### src/rtl/timekeeper_bcd_pkg.sv
// Shared types and constants for the time-of-day counter.
// Optional alarm support is selected with `define TIMEKEEPER_ALARM_EN.
package timekeeper_pkg;

`ifdef TIMEKEEPER_ALARM_EN
    localparam int STATE_W = 3;
    typedef enum logic [STATE_W-1:0] {
        RUN       = 3'd0,
        SET_HOUR  = 3'd1,
        SET_MIN   = 3'd2,
        SET_SEC   = 3'd3,
        SET_ALM_H = 3'd4,
        SET_ALM_M = 3'd5
    } edit_state_e;
`else
    localparam int STATE_W = 2;
    typedef enum logic [STATE_W-1:0] {
        RUN      = 2'd0,
        SET_HOUR = 2'd1,
        SET_MIN  = 2'd2,
        SET_SEC  = 2'd3
    } edit_state_e;
`endif

    // BCD limits
    localparam logic [7:0] BCD_MAX_MS      = 8'h59;
    localparam logic [7:0] BCD_MAX_H24     = 8'h23;
    localparam logic [7:0] BCD_MAX_H12     = 8'h12;
    localparam logic [7:0] BCD_H12_PRENOON = 8'h11;

    // Reset time per mode
    localparam logic [7:0] RST_MS      = 8'h00;
    localparam logic [7:0] RST_HOUR_24 = 8'h00;
    localparam logic [7:0] RST_HOUR_12 = 8'h12;

    // Hour/minute/pm triple, used for the alarm setting
    typedef struct packed {
        logic [7:0] hour;
        logic [7:0] min;
        logic       pm;
    } hm_t;

    // Packed-BCD +1 without range check; callers handle their own wrap.
    function automatic logic [7:0] bcd_inc(input logic [7:0] v);
        if (v[3:0] == 4'd9) return {v[7:4] + 4'd1, 4'd0};
        return {v[7:4], v[3:0] + 4'd1};
    endfunction

    // Next hour value with the mode's wrap; 12h runs 12,01..11 and 11->12
    // is where pm flips (handled by the caller).
    function automatic logic [7:0] hour_next(input logic [7:0] h, input logic h12);
        if (h12) begin
            if (h == BCD_MAX_H12) return 8'h01;
            return bcd_inc(h);
        end
        if (h == BCD_MAX_H24) return RST_HOUR_24;
        return bcd_inc(h);
    endfunction

endpackage

### src/rtl/timekeeper_bcd_if.sv
// Button inputs and display/status outputs of the time-of-day counter.
// TIMEKEEPER_ALARM_EN adds alarm_arm / alarm_out.
interface timekeeper_bcd_if;
    import timekeeper_pkg::*;

    logic               mode_btn;
    logic               inc_btn;
    logic [7:0]         sec_bcd;
    logic [7:0]         min_bcd;
    logic [7:0]         hour_bcd;
    logic               pm;
    logic               tick_1hz;
    logic               day_carry;
    logic [STATE_W-1:0] edit_state;
    logic               blink;

`ifdef TIMEKEEPER_ALARM_EN
    logic               alarm_arm;
    logic               alarm_out;

    modport master (output mode_btn, inc_btn, alarm_arm,
                    input  sec_bcd, min_bcd, hour_bcd, pm, tick_1hz,
                           day_carry, edit_state, blink, alarm_out);
    modport slave  (input  mode_btn, inc_btn, alarm_arm,
                    output sec_bcd, min_bcd, hour_bcd, pm, tick_1hz,
                           day_carry, edit_state, blink, alarm_out);
`else
    modport master (output mode_btn, inc_btn,
                    input  sec_bcd, min_bcd, hour_bcd, pm, tick_1hz,
                           day_carry, edit_state, blink);
    modport slave  (input  mode_btn, inc_btn,
                    output sec_bcd, min_bcd, hour_bcd, pm, tick_1hz,
                           day_carry, edit_state, blink);
`endif

endinterface

### src/rtl/timekeeper_bcd_mod_counter.sv
// Packed-BCD modulo counter MIN_BCD..MAX_BCD with synchronous clear.
// wrap is combinational: high in the cycle an increment rolls MAX->MIN,
// so the next field can count on the same edge.
module bcd_mod_counter #(
    parameter logic [7:0] MAX_BCD = 8'h59,
    parameter logic [7:0] MIN_BCD = 8'h00
) (
    input  logic       clock_in,
    input  logic       reset,
    input  logic       inc,
    input  logic       clr,
    output logic [7:0] value,
    output logic       wrap
);
    import timekeeper_pkg::*;

    assign wrap = inc && !clr && (value == MAX_BCD);

    // clear beats increment
    always_ff @(posedge clock_in or negedge reset) begin
        if (!reset)    value <= MIN_BCD;
        else if (clr)  value <= MIN_BCD;
        else if (inc)  value <= (value == MAX_BCD) ? MIN_BCD : bcd_inc(value);
    end

endmodule

### src/rtl/timekeeper_bcd.sv
// Synchronous BCD time-of-day counter: prescaler tick, sec/min/hour fields,
// 12/24h hours with pm flag, set-time FSM, edit blink and midnight day_carry.
// Define TIMEKEEPER_ALARM_EN for the alarm registers and alarm output.
module timekeeper_bcd #(
    parameter int TICK_DIV = 50000000,
    parameter bit HOUR_12  = 1'b0
) (
    input logic             clock_in,
    input logic             reset,
    timekeeper_bcd_if.slave bus
);
    import timekeeper_pkg::*;

    localparam int              PW        = $clog2(TICK_DIV);
    localparam int              QTR       = TICK_DIV / 4;
    localparam logic [PW-1:0]   PRE_LAST  = PW'(TICK_DIV - 1);
    localparam logic [PW-1:0]   Q1        = PW'(QTR - 1);
    localparam logic [PW-1:0]   Q2        = PW'(2 * QTR - 1);
    localparam logic [PW-1:0]   Q3        = PW'(3 * QTR - 1);
    localparam logic [PW-1:0]   Q4        = PW'(4 * QTR - 1);
    localparam logic [7:0]      HOUR_RST  = HOUR_12 ? RST_HOUR_12 : RST_HOUR_24;
    // last hour before the day rolls over (11 pm in 12h mode)
    localparam logic [7:0]      HOUR_LAST = HOUR_12 ? BCD_H12_PRENOON : BCD_MAX_H24;

    edit_state_e   state_q, state_d;
    logic [PW-1:0] presc;
    logic          run, tick, inc_ok, leave_edit, blink_edge;
    logic          sec_inc, sec_clr, sec_wrap, min_inc, min_wrap, hour_inc;
    logic [7:0]    sec, min, hour;
    logic          pm_q, day_carry_q, blink_q;

    assign run        = (state_q == RUN);
    assign tick       = (presc == PRE_LAST);
    assign inc_ok     = bus.inc_btn && !bus.mode_btn;   // mode wins
    assign leave_edit = bus.mode_btn && !run && (state_d == RUN);
    // quarter-second boundaries of the prescaler give a 2 Hz square blink
    assign blink_edge = (presc == Q1) || (presc == Q2) || (presc == Q3) || (presc == Q4);

    // edit-state register
    always_ff @(posedge clock_in or negedge reset) begin
        if (!reset) state_q <= RUN;
        else        state_q <= state_d;
    end

    // edit-state sequencing on mode_btn
    always_comb begin
        state_d = state_q;
        if (bus.mode_btn) begin
            case (state_q)
                RUN:       state_d = SET_HOUR;
                SET_HOUR:  state_d = SET_MIN;
                SET_MIN:   state_d = SET_SEC;
`ifdef TIMEKEEPER_ALARM_EN
                SET_SEC:   state_d = SET_ALM_H;
                SET_ALM_H: state_d = SET_ALM_M;
                SET_ALM_M: state_d = RUN;
`else
                SET_SEC:   state_d = RUN;
`endif
                default:   state_d = RUN;
            endcase
        end
    end

    // prescaler; restarted on return to RUN so the first second is whole
    always_ff @(posedge clock_in or negedge reset) begin
        if (!reset)                  presc <= '0;
        else if (leave_edit || tick) presc <= '0;
        else                         presc <= presc + 1'b1;
    end

    assign sec_inc  = run && tick;
    assign sec_clr  = (state_q == SET_SEC) && inc_ok;
    assign min_inc  = (run && sec_wrap) || ((state_q == SET_MIN) && inc_ok);
    assign hour_inc = (run && min_wrap) || ((state_q == SET_HOUR) && inc_ok);

    bcd_mod_counter #(.MAX_BCD(BCD_MAX_MS), .MIN_BCD(RST_MS)) u_sec (
        .clock_in (clock_in),
        .reset    (reset),
        .inc      (sec_inc),
        .clr      (sec_clr),
        .value    (sec),
        .wrap     (sec_wrap)
    );

    bcd_mod_counter #(.MAX_BCD(BCD_MAX_MS), .MIN_BCD(RST_MS)) u_min (
        .clock_in (clock_in),
        .reset    (reset),
        .inc      (min_inc),
        .clr      (1'b0),
        .value    (min),
        .wrap     (min_wrap)
    );

    // hours and pm; pm flips on 11->12 whether running or editing
    always_ff @(posedge clock_in or negedge reset) begin
        if (!reset) begin
            hour <= HOUR_RST;
            pm_q <= 1'b0;
        end else if (hour_inc) begin
            hour <= hour_next(hour, HOUR_12);
            if (HOUR_12 && (hour == BCD_H12_PRENOON)) pm_q <= ~pm_q;
        end
    end

    // day_carry lands with the rolled-over digits; only running time can roll
    always_ff @(posedge clock_in or negedge reset) begin
        if (!reset) day_carry_q <= 1'b0;
        else        day_carry_q <= run && min_wrap && (hour == HOUR_LAST) && (!HOUR_12 || pm_q);
    end

    // blink: solid in RUN and on every state change, square wave while editing
    always_ff @(posedge clock_in or negedge reset) begin
        if (!reset)                   blink_q <= 1'b1;
        else if (run || bus.mode_btn) blink_q <= 1'b1;
        else if (blink_edge)          blink_q <= ~blink_q;
    end

`ifdef TIMEKEEPER_ALARM_EN
    hm_t        alm;
    logic       alm_active, alm_match;
    logic [5:0] alm_ticks;

    assign alm_match = run && (hour == alm.hour) && (min == alm.min) &&
                       (pm_q == alm.pm) && (sec == RST_MS);

    // alarm time, edited like the clock fields but without carries
    always_ff @(posedge clock_in or negedge reset) begin
        if (!reset) begin
            alm <= '{hour: HOUR_RST, min: RST_MS, pm: 1'b0};
        end else if ((state_q == SET_ALM_H) && inc_ok) begin
            alm.hour <= hour_next(alm.hour, HOUR_12);
            if (HOUR_12 && (alm.hour == BCD_H12_PRENOON)) alm.pm <= ~alm.pm;
        end else if ((state_q == SET_ALM_M) && inc_ok) begin
            alm.min <= (alm.min == BCD_MAX_MS) ? RST_MS : bcd_inc(alm.min);
        end
    end

    // alarm rings for 60 ticks, cut short when disarmed
    always_ff @(posedge clock_in or negedge reset) begin
        if (!reset) begin
            alm_active <= 1'b0;
            alm_ticks  <= '0;
        end else if (!bus.alarm_arm) begin
            alm_active <= 1'b0;
        end else if (alm_active) begin
            if (tick) begin
                alm_ticks <= alm_ticks + 6'd1;
                if (alm_ticks == 6'd59) alm_active <= 1'b0;
            end
        end else if (alm_match) begin
            alm_active <= 1'b1;
            alm_ticks  <= '0;
        end
    end

    assign bus.alarm_out = alm_active;
`endif

    assign bus.sec_bcd    = sec;
    assign bus.min_bcd    = min;
    assign bus.hour_bcd   = hour;
    assign bus.pm         = HOUR_12 ? pm_q : 1'b0;
    assign bus.tick_1hz   = tick;
    assign bus.day_carry  = day_carry_q;
    assign bus.edit_state = state_q;
    assign bus.blink      = blink_q;

endmodule

### src/flat_wrapper.sv
// flat-port wrapper written by rule: the top's interface ports become plain ports
module timekeeper_bcd_flat import timekeeper_pkg::*;
#(
    parameter int TICK_DIV = 50000000,
    parameter bit HOUR_12  = 1'b0
)
  (clock_in, reset, bus_mode_btn, bus_inc_btn, bus_sec_bcd, bus_min_bcd, bus_hour_bcd, bus_pm, bus_tick_1hz, bus_day_carry, bus_edit_state, bus_blink);
  timekeeper_bcd_if bus_i ();
  input logic clock_in;
  input logic reset;
  input wire logic [$bits(bus_i.mode_btn)-1:0] bus_mode_btn;
  input wire logic [$bits(bus_i.inc_btn)-1:0] bus_inc_btn;
  output wire logic [$bits(bus_i.sec_bcd)-1:0] bus_sec_bcd;
  output wire logic [$bits(bus_i.min_bcd)-1:0] bus_min_bcd;
  output wire logic [$bits(bus_i.hour_bcd)-1:0] bus_hour_bcd;
  output wire logic [$bits(bus_i.pm)-1:0] bus_pm;
  output wire logic [$bits(bus_i.tick_1hz)-1:0] bus_tick_1hz;
  output wire logic [$bits(bus_i.day_carry)-1:0] bus_day_carry;
  output wire logic [$bits(bus_i.edit_state)-1:0] bus_edit_state;
  output wire logic [$bits(bus_i.blink)-1:0] bus_blink;
  assign bus_i.mode_btn = bus_mode_btn;
  assign bus_i.inc_btn = bus_inc_btn;
  assign bus_sec_bcd = bus_i.sec_bcd;
  assign bus_min_bcd = bus_i.min_bcd;
  assign bus_hour_bcd = bus_i.hour_bcd;
  assign bus_pm = bus_i.pm;
  assign bus_tick_1hz = bus_i.tick_1hz;
  assign bus_day_carry = bus_i.day_carry;
  assign bus_edit_state = bus_i.edit_state;
  assign bus_blink = bus_i.blink;
  timekeeper_bcd #(.TICK_DIV(TICK_DIV), .HOUR_12(HOUR_12)) u_core (.clock_in(clock_in), .reset(reset), .bus(bus_i));
endmodule
### config.mk
export PLATFORM = sky130hd
export DESIGN_NAME = timekeeper_bcd_flat
export DESIGN_NICKNAME = d
export VERILOG_FILES = /design/src/rtl/timekeeper_bcd_pkg.sv /design/src/rtl/timekeeper_bcd_if.sv /design/src/rtl/timekeeper_bcd_mod_counter.sv /design/src/rtl/timekeeper_bcd.sv /design/src/flat_wrapper.sv
export SDC_FILE = /design/constraint.sdc
export NUM_CORES = 1
export LEC_CHECK = 0
export BUFFER_PORTS_ARGS = -buffer_cell sky130_fd_sc_hd__buf_2
export CAP_MARGIN = 20
export CORE_MARGIN = 2
export CORE_UTILIZATION = 30
export CTS_CLUSTER_DIAMETER = 120
export DETAILED_ROUTE_END_ITERATION = 8
export GPL_TIMING_DRIVEN = 0
export PLACE_DENSITY_LB_ADDON = 0.15
export SLEW_MARGIN = 20
export SYNTH_ARGS = -nofsm -noshare
export SYNTH_HDL_FRONTEND = slang
export SYNTH_SLANG_ARGS = --single-unit
### constraint.sdc
create_clock -name clock_in -period 6.6 [get_ports clock_in]
set_input_delay 0.99 -clock clock_in [delete_from_list [all_inputs] [get_ports clock_in]]
set_output_delay 0.99 -clock clock_in [all_outputs]
set_load 0.1 [all_outputs]
==> results.md, run 1 <==
- The hold violation count in the final report came to 0.
- The most used flip-flop cell after synthesis is dfrtp_1.
- From left edge to right edge, the die measures 107 um.
- The number of flops mapped to enable cells by yosys is 0.
- The worst setup path endpoint is bus_tick_1hz.
- Summed over all nets, the switching power comes to 713 uW.
- The routed length per instance is 13.8 um.
- The run finished with clean final reports.
- Dividing the detail-routed via count by the number of cells gives 4.93.
- The critical path goes through nor4bb_1, nand4_1, nor3_1, buf_2.
- The floorplan has 37 rows.
- The number of antenna violations at the first check in global routing came to 0.
- From bottom edge to top edge, the die measures 107 um.
- The total overflow reported by the global router is 0.
- The worst-case register-to-register setup slack is 4.10 ns.
- In this run the post-CTS setup repair buffer count came out at 0.
- The final route contains 2485 vias.
- The most critical setup path has its startpoint at u_core.presc[16]$_DFF_PN0_.
- The biggest area contributor in the post-synthesis netlist is dfrtp_1.
- The static leakage is 1.59 nW.
- Power spread over the standard cell area amounts to 373 nW/um^2.
- The worst pin sits at a relative slew slack of 0.526.
- The number of buffers inserted during clock tree synthesis is 5.
- The count of state elements after synthesis is 54.
- The count of max-cap constraint violations is 0.
- The CTS tree is yes.
- The count of instances resized after the clock tree is built is 0.
- During I/O placement, the number of pins put on the boundary was 34.
- The count of pins over their slew limit is 0.
- The die outline area is 11400 um^2.
- The total wire length is 6930 um.
- The worst slack on hold paths is 0.505 ns.
- After clock tree synthesis, the clock-pin slew on the worst setup and hold paths is 0.10 ns.
- After floorplanning, the core was sized to cover 10300 um^2.
- In the routed design, unresolved DRC markers number 0.
- The final critical path time including I/O delays and setup is 3.30 ns.
- The setup skew after layout is 0.00924 ns.
- For this configuration, the core starts out at a cell density of 0.308.
- The number of buffers on the longest clock path is 2.
- The total number of yosys warnings is 0.
- Routability-driven placement finished with a final weighted congestion of 0.785.
- The endpoint of the worst-slack reg-to-reg timing path is u_core.bus.hour_bcd[0]$_DFFE_PN0P_.
- The highest fanout seen on the critical path is 6.
- The category of the most critical setup path is flip-flop to primary output.
- The number of optimization iterations in the first detailed-route pass is 4.
- The number of buffers added to fix hold violations after cts is 0.
- On the worst path, the slowest cell contributes a delay of 0.48 ns.
- The net count after synthesis is 350.
- STA puts the critical path data arrival time at 2.31 ns.
- The net count of the finished layout is 388.
- The number of buffer and inverter instances along the worst setup path is 1.
- The critical hold path startpoint is u_core.presc[0]$_DFF_PN0_.
- The detail route stage leaves a number of antenna-violating nets equal to 0.
- A synthesized cell averages 9.61 um^2.
- The violation count after the first detailed-routing iteration is 118.
- STA classifies the critical path startpoint as a flip-flop.
- 0 antenna diodes ended up in the layout.
- The count of clock tree sinks is 54.
- The share of total power dissipated in sequential elements is 0.358.
- In the layout the commonest cells are dfrtp_1, nor2_1, buf_2, nand2_1, xnor2_1.
- The fraction of final layout cells with drive strength greater than 1 is 0.185.
- On the critical path the largest part of the delay comes from simple AND/OR/NAND/NOR gates.
- The maximum clock rate is 0.303 GHz.
- Adding up every negative setup slack in the final design gives 0 ns.
- The largest individual stage delay along the critical path comes from the cell buf_2.
- In the global route stage, overall resource usage came out at 0.130.
- The slew at the pin closest to its max-slew limit is 0.711 ns.
- Of the synthesized area, sequential elements account for 0.428.
- The number of cells on the worst reg-to-reg path is 6.
- IR analysis of the VDD net gives a maximum drop of 209 uV.
- The maximum number of pins on one net before global-route repair is 55.
- The wire-length estimate of the detail-placed layout is 4990 um.
- The tree is rooted in a clkbuf_8.
- The clock latency on the worst-skew pair is 0.31 ns.
- The H-tree was split into 2 levels.
- In this run the critical register-to-register path is launched from u_core.presc[0]$_DFF_PN0_.
- The share of total power dissipated in combinational logic is 0.496.
- The clock network power share is 0.147.
- Yosys mapped the design onto 64 distinct sky130hd cell types.
- In this run the worst hold path is classified as flip-flop to flip-flop.
- In the synthesized netlist, the number of instances is 329.
- Yosys attributes the largest share of cell area to dfrtp_1, ha_1, xnor2_1.
- The via count of the first global-routing pass is 2394.
- The endpoint type of the worst setup path is a primary output.
- The share of the synthesized area in the top cell type is 0.420.
- Setup repair after global routing left no endpoint under its margin.
- Internal power comes to 622 uW.
- Of the total power, the share spent switching nets is 0.534.
- The area growth from synthesis to layout is 13.3%.
- The number of setup violations in the final report is 0.
- The synthesized netlist occupies a cell area of 3160 um^2.
- Dividing the final minimum period by the clock period gives 0.501.
- In this run the number of cells on the critical path is 4.
- The fraction of synthesis flops using an asynchronous set or reset pin is 1.00.
- The first global-routing pass estimated 12000 um of wire.
- For the worst setup path, the data required time is 5.61 ns.
- The most common cell after layout, fill and taps aside is dfrtp_1.
- The number of port buffers is 31.
## layout make-up
class	instances	area [um^2]
well taps	136	170
multi-input cells	249	1690
repair buffers	31	158
flip-flops and latches	54	1350
clock inverters	1	5.00
inverters	15	56.3
fillers	1108	6700
clock buffers	7	86.3
plain buffers	11	57.6
## registers in the layout (all words and copies together), names as in the netlist
name,flops
u_core.bus.edit_state,2
u_core.bus.day_carry,1
u_core.bus.blink,1
u_core.bus.hour_bcd,8
u_core.u_sec.value,8
u_core.presc,26
u_core.u_min.value,8
## synth_stat cells, types with 6 or more instances
cell type,number
a21oi_1,12
inv_1,15
nor3_1,10
mux2_2,6
nand3_1,12
xnor2_1,21
dfrtp_1,53
nor2_1,46
nand2_1,21
nor4_1,6
ha_1,17
and3_1,8
o21ai_0,7
nand4_1,7
## metrics by stage
step | power (mW) | cell area [um^2] | utilization | std cells | setup slack [ns]
floorplan | 1.03 | 3160 | - | 329 | 2.52
global placement | 1.15 | 3490 | 0.339 | 496 | 3.64
detailed placement | 1.15 | 3490 | 0.339 | 496 | 3.64
CTS | 1.35 | 3580 | 0.348 | 504 | 3.28
global route | 1.43 | 3580 | 0.348 | 504 | 3.15
finish | 1.34 | 3580 | 0.348 | 504 | 3.30
## worst min-delay path by stage
stage,depth (start not counted),endpoint
final,1,u_core.presc[0]$_DFF_PN0_
after global placement,1,u_core.presc[0]$_DFF_PN0_
after floorplan,1,u_core.presc[0]$_DFF_PN0_
after CTS,1,u_core.presc[0]$_DFF_PN0_
after global routing,1,u_core.bus.hour_bcd[7]$_DFFE_PN0P_
after detailed placement,1,u_core.presc[0]$_DFF_PN0_
## layer usage
| metal | up-vias | GRT usage | share of wire |
|---|---|---|---|
| met5 | - | 0 | 0 |
| met4 | 0 | 0.0380 | 0.015 |
| met3 | 7 | 0.0231 | 0.031 |
| met2 | 38 | 0.209 | 0.46 |
| met1 | 1204 | 0.180 | 0.50 |
| li1 | 1236 | - | - |
## power by group through the flow
stage / Sequential (mW) / Combinational, mW / Clock [mW]
2_1_floorplan: 0.823 / 0.202 / 0
3_3_place_gp: 0.483 / 0.663 / 0
3_5_place_dp: 0.486 / 0.666 / 0
4_1_cts: 0.479 / 0.667 / 0.208
5_1_grt: 0.495 / 0.714 / 0.221
6_report: 0.478 / 0.662 / 0.196
## cells by family after synthesis
kind of cell             after synthesis  synth area share
AND/OR/NAND/NOR                      156             0.280
other                                  1           0.00119
buffers and inverters                 26            0.0360
flip-flops                            54             0.428
AO/OA/AOI/OAI                         40            0.0827
adder cells (fa/ha/maj)               17            0.0673
multiplexers                           9            0.0329
XOR/XNOR                              26            0.0721
No activity file was read; power rests on OpenSTA's default activity.
==> inputs of run 2 (changes only) <==
- clock period: 6.6 -> 2.72 ns (I/O delays scaled with it)
==> results.md, run 2 (synthesis results as in run 1) <==
- The placed wire-length estimate after detailed placement is 4920 um (was 4990 um).
- The starting density of the core is 0.308 (unchanged).
- The final sum of negative setup slack is 0 ns (unchanged).
- The maximum number of pins on one net before global-route repair was 55 (unchanged).
- The flip-flop count of the largest register after layout is 26 (unchanged).
- The power density of the placed cells is 896 nW/um^2 (was 373 nW/um^2).
- The die outline area is 11400 um^2 (unchanged).
- The fraction of final layout cells with drive strength greater than 1 came to 0.182 (was 0.185).
- The number of optimization iterations in the first detailed-route pass is 4 (unchanged).
- The total wire length came to 6810 um (was 6930 um).
- The CTS tree is yes (unchanged).
- The routed length per instance is 13.5 um (was 13.8 um).
- The number of cell rows is 37 (unchanged).
- The total overflow reported by the global router was 0 (unchanged).
- The peak per-stage delay on the critical path is 0.46 ns (was 0.48 ns).
- The clock-pin slew on the worst setup and hold paths was 0.10 ns (about the same).
- The number of H-tree branching levels is 2 (unchanged).
- The number of antenna repair diodes is 0 (unchanged).
- The vertical die dimension is 107 um (unchanged).
- The net count of the finished layout is 388 (unchanged).
- The number of buffer and inverter instances along the worst setup path came to 1 (unchanged).
- The met3 track utilization from global routing came to 0.0249 (was 0.0231).
- The count of boundary I/O pins came to 34 (unchanged).
- The period utilization is 0.946.
- The number of setup violations in the final report is 0 (unchanged).
- Cells along the critical path: nor4bb_1, nand4_1, nor3_2, clkbuf_4 (was nor4bb_1, nand4_1, nor3_1, buf_2).
- The power after layout is 3.20 mW (was 1.34 mW).
- The die extent in x is 107 um (unchanged).
- The number of buffers on the longest clock path is 2 (unchanged).
- The violation count after the first detailed-routing iteration is 101 (was 118).
- The final standard cell count with taps included and fillers excluded came to 504 (unchanged).
- The all-layer global routing usage is 0.127 (was 0.130).
- The placed instance count is 496 (unchanged).
- The count of pins over their slew limit is 0 (unchanged).
- The critical-path cell with the highest stage delay is dfrtp_1 (was buf_2).
- The number of buffers added for setup after CTS is 0 (unchanged).
- The routing usage on met2 is 0.200 (was 0.209).
- The slew at the pin closest to its max-slew limit is 0.697 ns (was 0.711 ns).
- The endpoint type of the worst setup path is a primary output (unchanged).
- The worst relative slew slack was 0.530 (was 0.526).
- The critical path's top delay family was simple AND/OR/NAND/NOR gates (unchanged).
- The number of port buffers came to 31 (unchanged).
- The number of buffers added to fix hold violations after cts is 0 (unchanged).
- The placer congestion estimate is 0.774 (was 0.785).
- The hold violation count in the final report is 0 (unchanged).
- The via count of the first global-routing pass is 2337 (was 2394).
- The number of routed nets with antenna violations is 0 (unchanged).
- The static leakage came to 1.58 nW (was 1.59 nW).
- The timing startpoint of the critical path is u_core.presc[16]$_DFF_PN0_ (unchanged).
- Result of the run: completed (unchanged).
- The layer carrying the most global-route usage is met2 (unchanged).
- The peak supply drop is 497 uV (was 209 uV).
- The launch point of the worst reg-to-reg path was u_core.presc[0]$_DFF_PN0_ (unchanged).
- The critical path data required time is 2.31 ns (was 5.61 ns).
- The number of buffers inserted during clock tree synthesis is 5 (unchanged).
- The clock latency on the worst-skew pair came to 0.31 ns (about the same).
- The worst min-delay path class is primary input to async pin (was flip-flop to flip-flop).
- The count of clock tree sinks is 54 (unchanged).
- The highest fanout seen on the critical path is 6 (unchanged).
- The count of max-cap constraint violations came to 0 (unchanged).
- The area of the core region came to 10300 um^2 (unchanged).
- The met1 track demand over resource is 0.176 (was 0.180).
- The DRC violation count after routing is 0 (unchanged).
- The root buffer selected by CTS was clkbuf_8 (unchanged).
- The final critical path time including I/O delays and setup is 2.57 ns.
- The setup skew after layout was 0.0113 ns (was 0.00924 ns).
- Unrepaired setup endpoints after global routing: no (unchanged).
- The per-cell via count in the routed design is 4.87 (was 4.93).
- The maximum clock rate is 0.389 GHz.
- The register bank with the most flops was u_core.presc (unchanged).
- The critical path arrival was 2.17 ns (was 2.31 ns).
- The most common cell after layout, fill and taps aside is dfrtp_1 (unchanged).
- The count of vias placed by the detailed router is 2456 (was 2485).
- The first-pass GRT wire length is 11600 um (was 12000 um).
- Highest-count cells in the layout ignoring fill and taps: dfrtp_1, nor2_1, buf_2, nand2_1, xnor2_1 (unchanged).
- The nature of the critical path startpoint is a flip-flop (unchanged).
- The number of antenna violations at the first check in global routing is 0 (unchanged).
- The category of the most critical setup path was flip-flop to primary output (unchanged).
- The area growth from synthesis to layout is 13.1% (was 13.3%).
run 2: changes by cell type in the layout (fill, tap and decap cells not counted):
cell / previous run / this run
clkbuf_1: 4 / 6
buf_2: 34 / 33
clkbuf_4: 0 / 1
clkbuf_8: 6 / 5
clkinv_2: 1 / 0
nor3_1: 10 / 9
nor3_2: 0 / 1
run 2: cell type report:
class                   instances  area (um^2)
plain buffers                  11         57.6
clock buffers                   8         80.1
repair buffers                 31          160
fillers                      1092         6700
inverters                      15         56.3
multi-input cells             249         1700
well taps                     136          170
flip-flops and latches         54         1350
run 2: stage by stage:
stage	hold slack, ns	instance area (um^2)	util	setup WS, ns
after floorplan	0.112	3170	-	0.0530
after global placement	0.475	3490	0.340	0.236
after detailed placement	0.476	3490	0.340	0.262
after CTS	0.168	3570	0.348	0.0231
after global routing	0.194	3580	0.348	0.00980
final	0.126	3580	0.348	0.146
run 2: timing repair:
action	CTS	global route
hold endpoints to repair	0	0
endpoints found under the setup margin	0	1
gates resized for setup	0	1
run 2: power by group:
| group | switching, mW | leakage (nW) | internal [mW] | total, mW |
|---|---|---|---|---|
| Clock | 0.261 | 0.0395 | 0.184 | 0.445 |
| Sequential | 0.204 | 0.719 | 0.958 | 1.16 |
| Combinational | 1.25 | 0.825 | 0.345 | 1.60 |
| Total | 1.72 | 1.58 | 1.49 | 3.20 |
run 2: worst paths after layout:
path | end | slack [ns] | cells after the start
worst max-delay path | bus_tick_1hz | 0.15 | 4
worst min-delay path | u_core.u_sec.value[6]$_DFFE_PN0P_ | 0.13 | 1
worst max register to register | u_core.bus.hour_bcd[0]$_DFFE_PN0P_ | 0.23 | 6
worst min register to register | u_core.presc[0]$_DFF_PN0_ | 0.48 | 1
max in group asynchronous | u_core.presc[10]$_DFF_PN0_ | 2.11 | 1
min in group clock_in | u_core.bus.edit_state[1]$_DFF_PN0_ | 0.46 | 3
run 2: layer usage:
metal	share of wire	vias up
met5	0	-
met4	0.015	0
met3	0.030	9
met2	0.46	31
met1	0.50	1178
li1	-	1238
==> inputs of run 3 (changes only) <==
- ABC_AREA: default -> 1
==> results.md, run 3 <==
- The mux share of post-synthesis cell area is 0 (was 0.0329).
- The via count of the first global-routing pass is 2957 (was 2337).
- The DRC violation count after routing is 0 (unchanged).
- The number of buffers inserted during clock tree synthesis is 5 (unchanged).
- The count of boundary I/O pins is 34 (unchanged).
- The peak supply drop is 549 uV (was 497 uV).
- The number of cell rows is 39 (was 37).
- The number of routed nets with antenna violations is 0 (unchanged).
- The root buffer selected by CTS is clkbuf_16 (was clkbuf_8).
- The area growth from synthesis to layout is 14.4% (was 13.1%).
- The fraction of synthesis flops using an asynchronous set or reset pin is 1.00 (unchanged).
- The number of buffers on the longest clock path is 2 (unchanged).
- The critical path arrival is 2.04 ns (was 2.17 ns).
- The total overflow reported by the global router came to 0 (unchanged).
- The fraction of final layout cells with drive strength greater than 1 is 0.176 (was 0.182).
- The hold violation count in the final report came to 0 (unchanged).
- The number of flops mapped to enable cells by yosys is 0 (unchanged).
- The critical path data required time is 2.31 ns (about the same).
- The die outline area is 12700 um^2 (was 11400 um^2).
- Unrepaired setup endpoints after global routing: no (unchanged).
- The net count of the finished layout is 533 (was 388).
- The number of buffers added for setup after CTS was 0 (unchanged).
- The nature of the critical path startpoint was a flip-flop (unchanged).
- The first-pass GRT wire length came to 14800 um (was 11600 um).
- The number of buffers added to fix hold violations after cts was 0 (unchanged).
- The dominant cell type by area after synthesis was dfrtp_1 (unchanged).
- The per-cell via count in the routed design came to 4.74 (was 4.87).
- The endpoint of the worst-slack reg-to-reg timing path is u_core.presc[18]$_DFF_PN0_ (was u_core.bus.hour_bcd[0]$_DFFE_PN0P_).
- The power density of the placed cells was 796 nW/um^2 (was 896 nW/um^2).
- Result of the run: completed (unchanged).
- The final-layout fill cell count is 1198 (was 1092).
- The count of cell types in the netlist is 36 (was 64).
- Highest-count cells in the layout ignoring fill and taps: nand2_1, nor2_1, inv_1, dfrtp_1, buf_2 (was dfrtp_1, nor2_1, buf_2, nand2_1, xnor2_1).
- The number of setup violations in the final report is 0 (unchanged).
- The count of clock tree sinks is 54 (unchanged).
- The period utilization is 0.899 (was 0.946).
- The endpoint type of the worst setup path is a primary output (unchanged).
- The register bank with the most flops is u_core.presc (unchanged).
- The cell area after layout came to 4050 um^2 (was 3580 um^2).
- The static leakage came to 1.97 nW (was 1.58 nW).
- Largest cells by area after synthesis: dfrtp_1, nand2_1, nor2_1 (was dfrtp_1, ha_1, xnor2_1).
- The total wire length came to 8820 um (was 6810 um).
- The count of pins over their slew limit came to 0 (unchanged).
- Cells along the critical path: ha_1, nand3_2, inv_2, nand2_2, nor2_4, and2_4, buf_2 (was nor4bb_1, nand4_1, nor3_2, clkbuf_4).
- The area share of xor/xnor cells in the synthesized design is 0.0421 (was 0.0721).
- The clock latency on the worst-skew pair is 0.30 ns (was 0.31 ns).
- The clock-pin slew on the worst setup and hold paths is 0.07 ns (was 0.10 ns).
- The die extent in x is 113 um (was 107 um).
- The worst-case register-to-register setup slack was 0.72 ns (was 0.23 ns).
- The total number of yosys warnings was 0 (unchanged).
- The number of antenna violations at the first check in global routing is 0 (unchanged).
- The net count after synthesis is 494 (was 350).
- The sequential area share after synthesis came to 0.382 (was 0.428).
- The final critical path time including I/O delays and setup is 2.44 ns (was 2.57 ns).
- The area of the core region came to 11500 um^2 (was 10300 um^2).
- The category of the most critical setup path was flip-flop to primary output (unchanged).
- The most used flip-flop cell after synthesis was dfrtp_1 (unchanged).
- The share of the synthesized area in the top cell type was 0.375 (was 0.420).
- The average cell area after synthesis is 7.48 um^2 (was 9.61 um^2).
- The starting density of the core came to 0.309 (was 0.308).
- The number of H-tree branching levels came to 2 (unchanged).
- The CTS tree is yes (unchanged).
- The post-synthesis share of cell area spent on full adders, half adders and majority gates is 0.0601 (was 0.0673).
- The critical-path cell with the highest stage delay is buf_2 (was dfrtp_1).
- The number of optimization iterations in the first detailed-route pass is 4 (unchanged).
- The maximum clock rate is 0.409 GHz (was 0.389 GHz).
- The number of standard cells after synthesis is 473 (was 329).
- The highest fanout seen on the critical path is 8 (was 6).
- The timing startpoint of the critical path was u_core.presc[0]$_DFF_PN0_ (was u_core.presc[16]$_DFF_PN0_).
- The main combinational cell family by area after synthesis is simple AND/OR/NAND/NOR gates (unchanged).
- The count of vias placed by the detailed router was 3103 (was 2456).
- The routed length per instance is 13.5 um (about the same).
- The worst min-delay path class is primary input to async pin (unchanged).
- The placer congestion estimate came to 0.878 (was 0.774).
- The post-place instance area was 3880 um^2 (was 3490 um^2).
- The number of antenna repair diodes is 0 (unchanged).
- The peak per-stage delay on the critical path was 0.43 ns (was 0.46 ns).
- The synthesized cell area is 3540 um^2 (was 3160 um^2).
- The setup skew after layout is 0.00519 ns (was 0.0113 ns).
- The all-layer global routing usage is 0.147 (was 0.127).
- The share of the synthesized area in compound gates (AO/OA/AOI/OAI) is 0.0636 (was 0.0827).
- The vertical die dimension is 113 um (was 107 um).
- The final sum of negative setup slack is 0 ns (unchanged).
- The most common cell after layout, fill and taps aside is nand2_1 (was dfrtp_1).
- The violation count after the first detailed-routing iteration was 253 (was 101).
- The number of cells on the worst reg-to-reg path came to 10 (was 6).
- The cell with the most instances after synthesis is nand2_1 (was dfrtp_1).
- The count of instances resized after the clock tree is built is 0 (unchanged).
- The maximum number of pins on one net before global-route repair is 55 (unchanged).
- The launch point of the worst reg-to-reg path is u_core.presc[0]$_DFF_PN0_ (unchanged).
- The number of port buffers was 32 (was 31).
- The count of max-cap constraint violations is 0 (unchanged).
- Leading post-synthesis cells by instance count: nand2_1, nor2_1, inv_1 (was dfrtp_1, nor2_1, nand2_1, xnor2_1, ha_1).
- The slew at the pin closest to its max-slew limit is 0.723 ns (was 0.697 ns).
- The worst relative slew slack is 0.518 (was 0.530).
- The placed wire-length estimate after detailed placement is 6610 um (was 4920 um).
- The simple-gate area share of the yosys netlist is 0.361 (was 0.280).
- The count of state elements after synthesis came to 54 (unchanged).
- The flip-flop count of the largest register after layout is 26 (unchanged).
-- run 3: cells by family after synthesis --
kind of cell | count (synthesis)
other cells | 1
flops | 54
simple gates | 267
buf+inv | 77
xor+xnor | 17
compound gates | 40
fa+ha+maj | 17
-- run 3: per-stage QoR --
| step | setup slack, ns | power (mW) | hold WS, ns | util | std cells |
|---|---|---|---|---|---|
| floorplan | 0.332 | 2.22 | 0.112 | - | 473 |
| global placement | 0.579 | 2.49 | 0.455 | 0.338 | 648 |
| detailed placement | 0.575 | 2.49 | 0.463 | 0.338 | 648 |
| CTS | 0.236 | 3.28 | 0.189 | 0.353 | 655 |
| global route | 0.128 | 3.43 | 0.223 | 0.353 | 655 |
| finish | 0.276 | 3.22 | 0.163 | 0.353 | 655 |
-- run 3: worst max-delay path, delay by kind of cell, from the launching register on --
| kind | cells | cell delay, ns |
|---|---|---|
| buf+inv | 2 | 0.56 |
| simple gates | 4 | 0.59 |
| flops | 1 | 0.37 |
| fa+ha+maj | 1 | 0.21 |
-- run 3: area by class of cell --
type                            count  area [um^2]  share of cell area
Multi-Input combinational cell    342         1870               0.462
Sequential cell                    54         1350               0.334
Inverter                           66          248              0.0612
Tap cell                          143          179              0.0442
Timing Repair Buffer               32          163              0.0402
Clock buffer                        6          139              0.0343
Buffer                             11         68.8              0.0170
Clock inverter                      1         30.0             0.00742
-- run 3: worst max-delay path by stage --
stage / endpoint / slack [ns] / cells after the start
6_report: bus_tick_1hz / 0.28 / 7
5_1_grt: bus_tick_1hz / 0.13 / 7
4_1_cts: bus_tick_1hz / 0.24 / 7
3_5_place_dp: bus_tick_1hz / 0.57 / 7
3_3_place_gp: bus_tick_1hz / 0.58 / 7
2_1_floorplan: u_core.bus.hour_bcd[4]$_DFFE_PN0P_ / 0.33 / 12
-- run 3: report_power, final --
part           internal [mW]  switching [mW]
sequential             0.933           0.158
combinational          0.278            1.10
clock                  0.455           0.303
total                   1.67            1.56
-- run 3: routing by layer --
| layer | part of all wire | GRT usage |
|---|---|---|
| met3 | 0.035 | 0.0292 |
| met5 | 0 | 0 |
| met1 | 0.51 | 0.203 |
| met2 | 0.44 | 0.224 |
| met4 | 0.021 | 0.0610 |
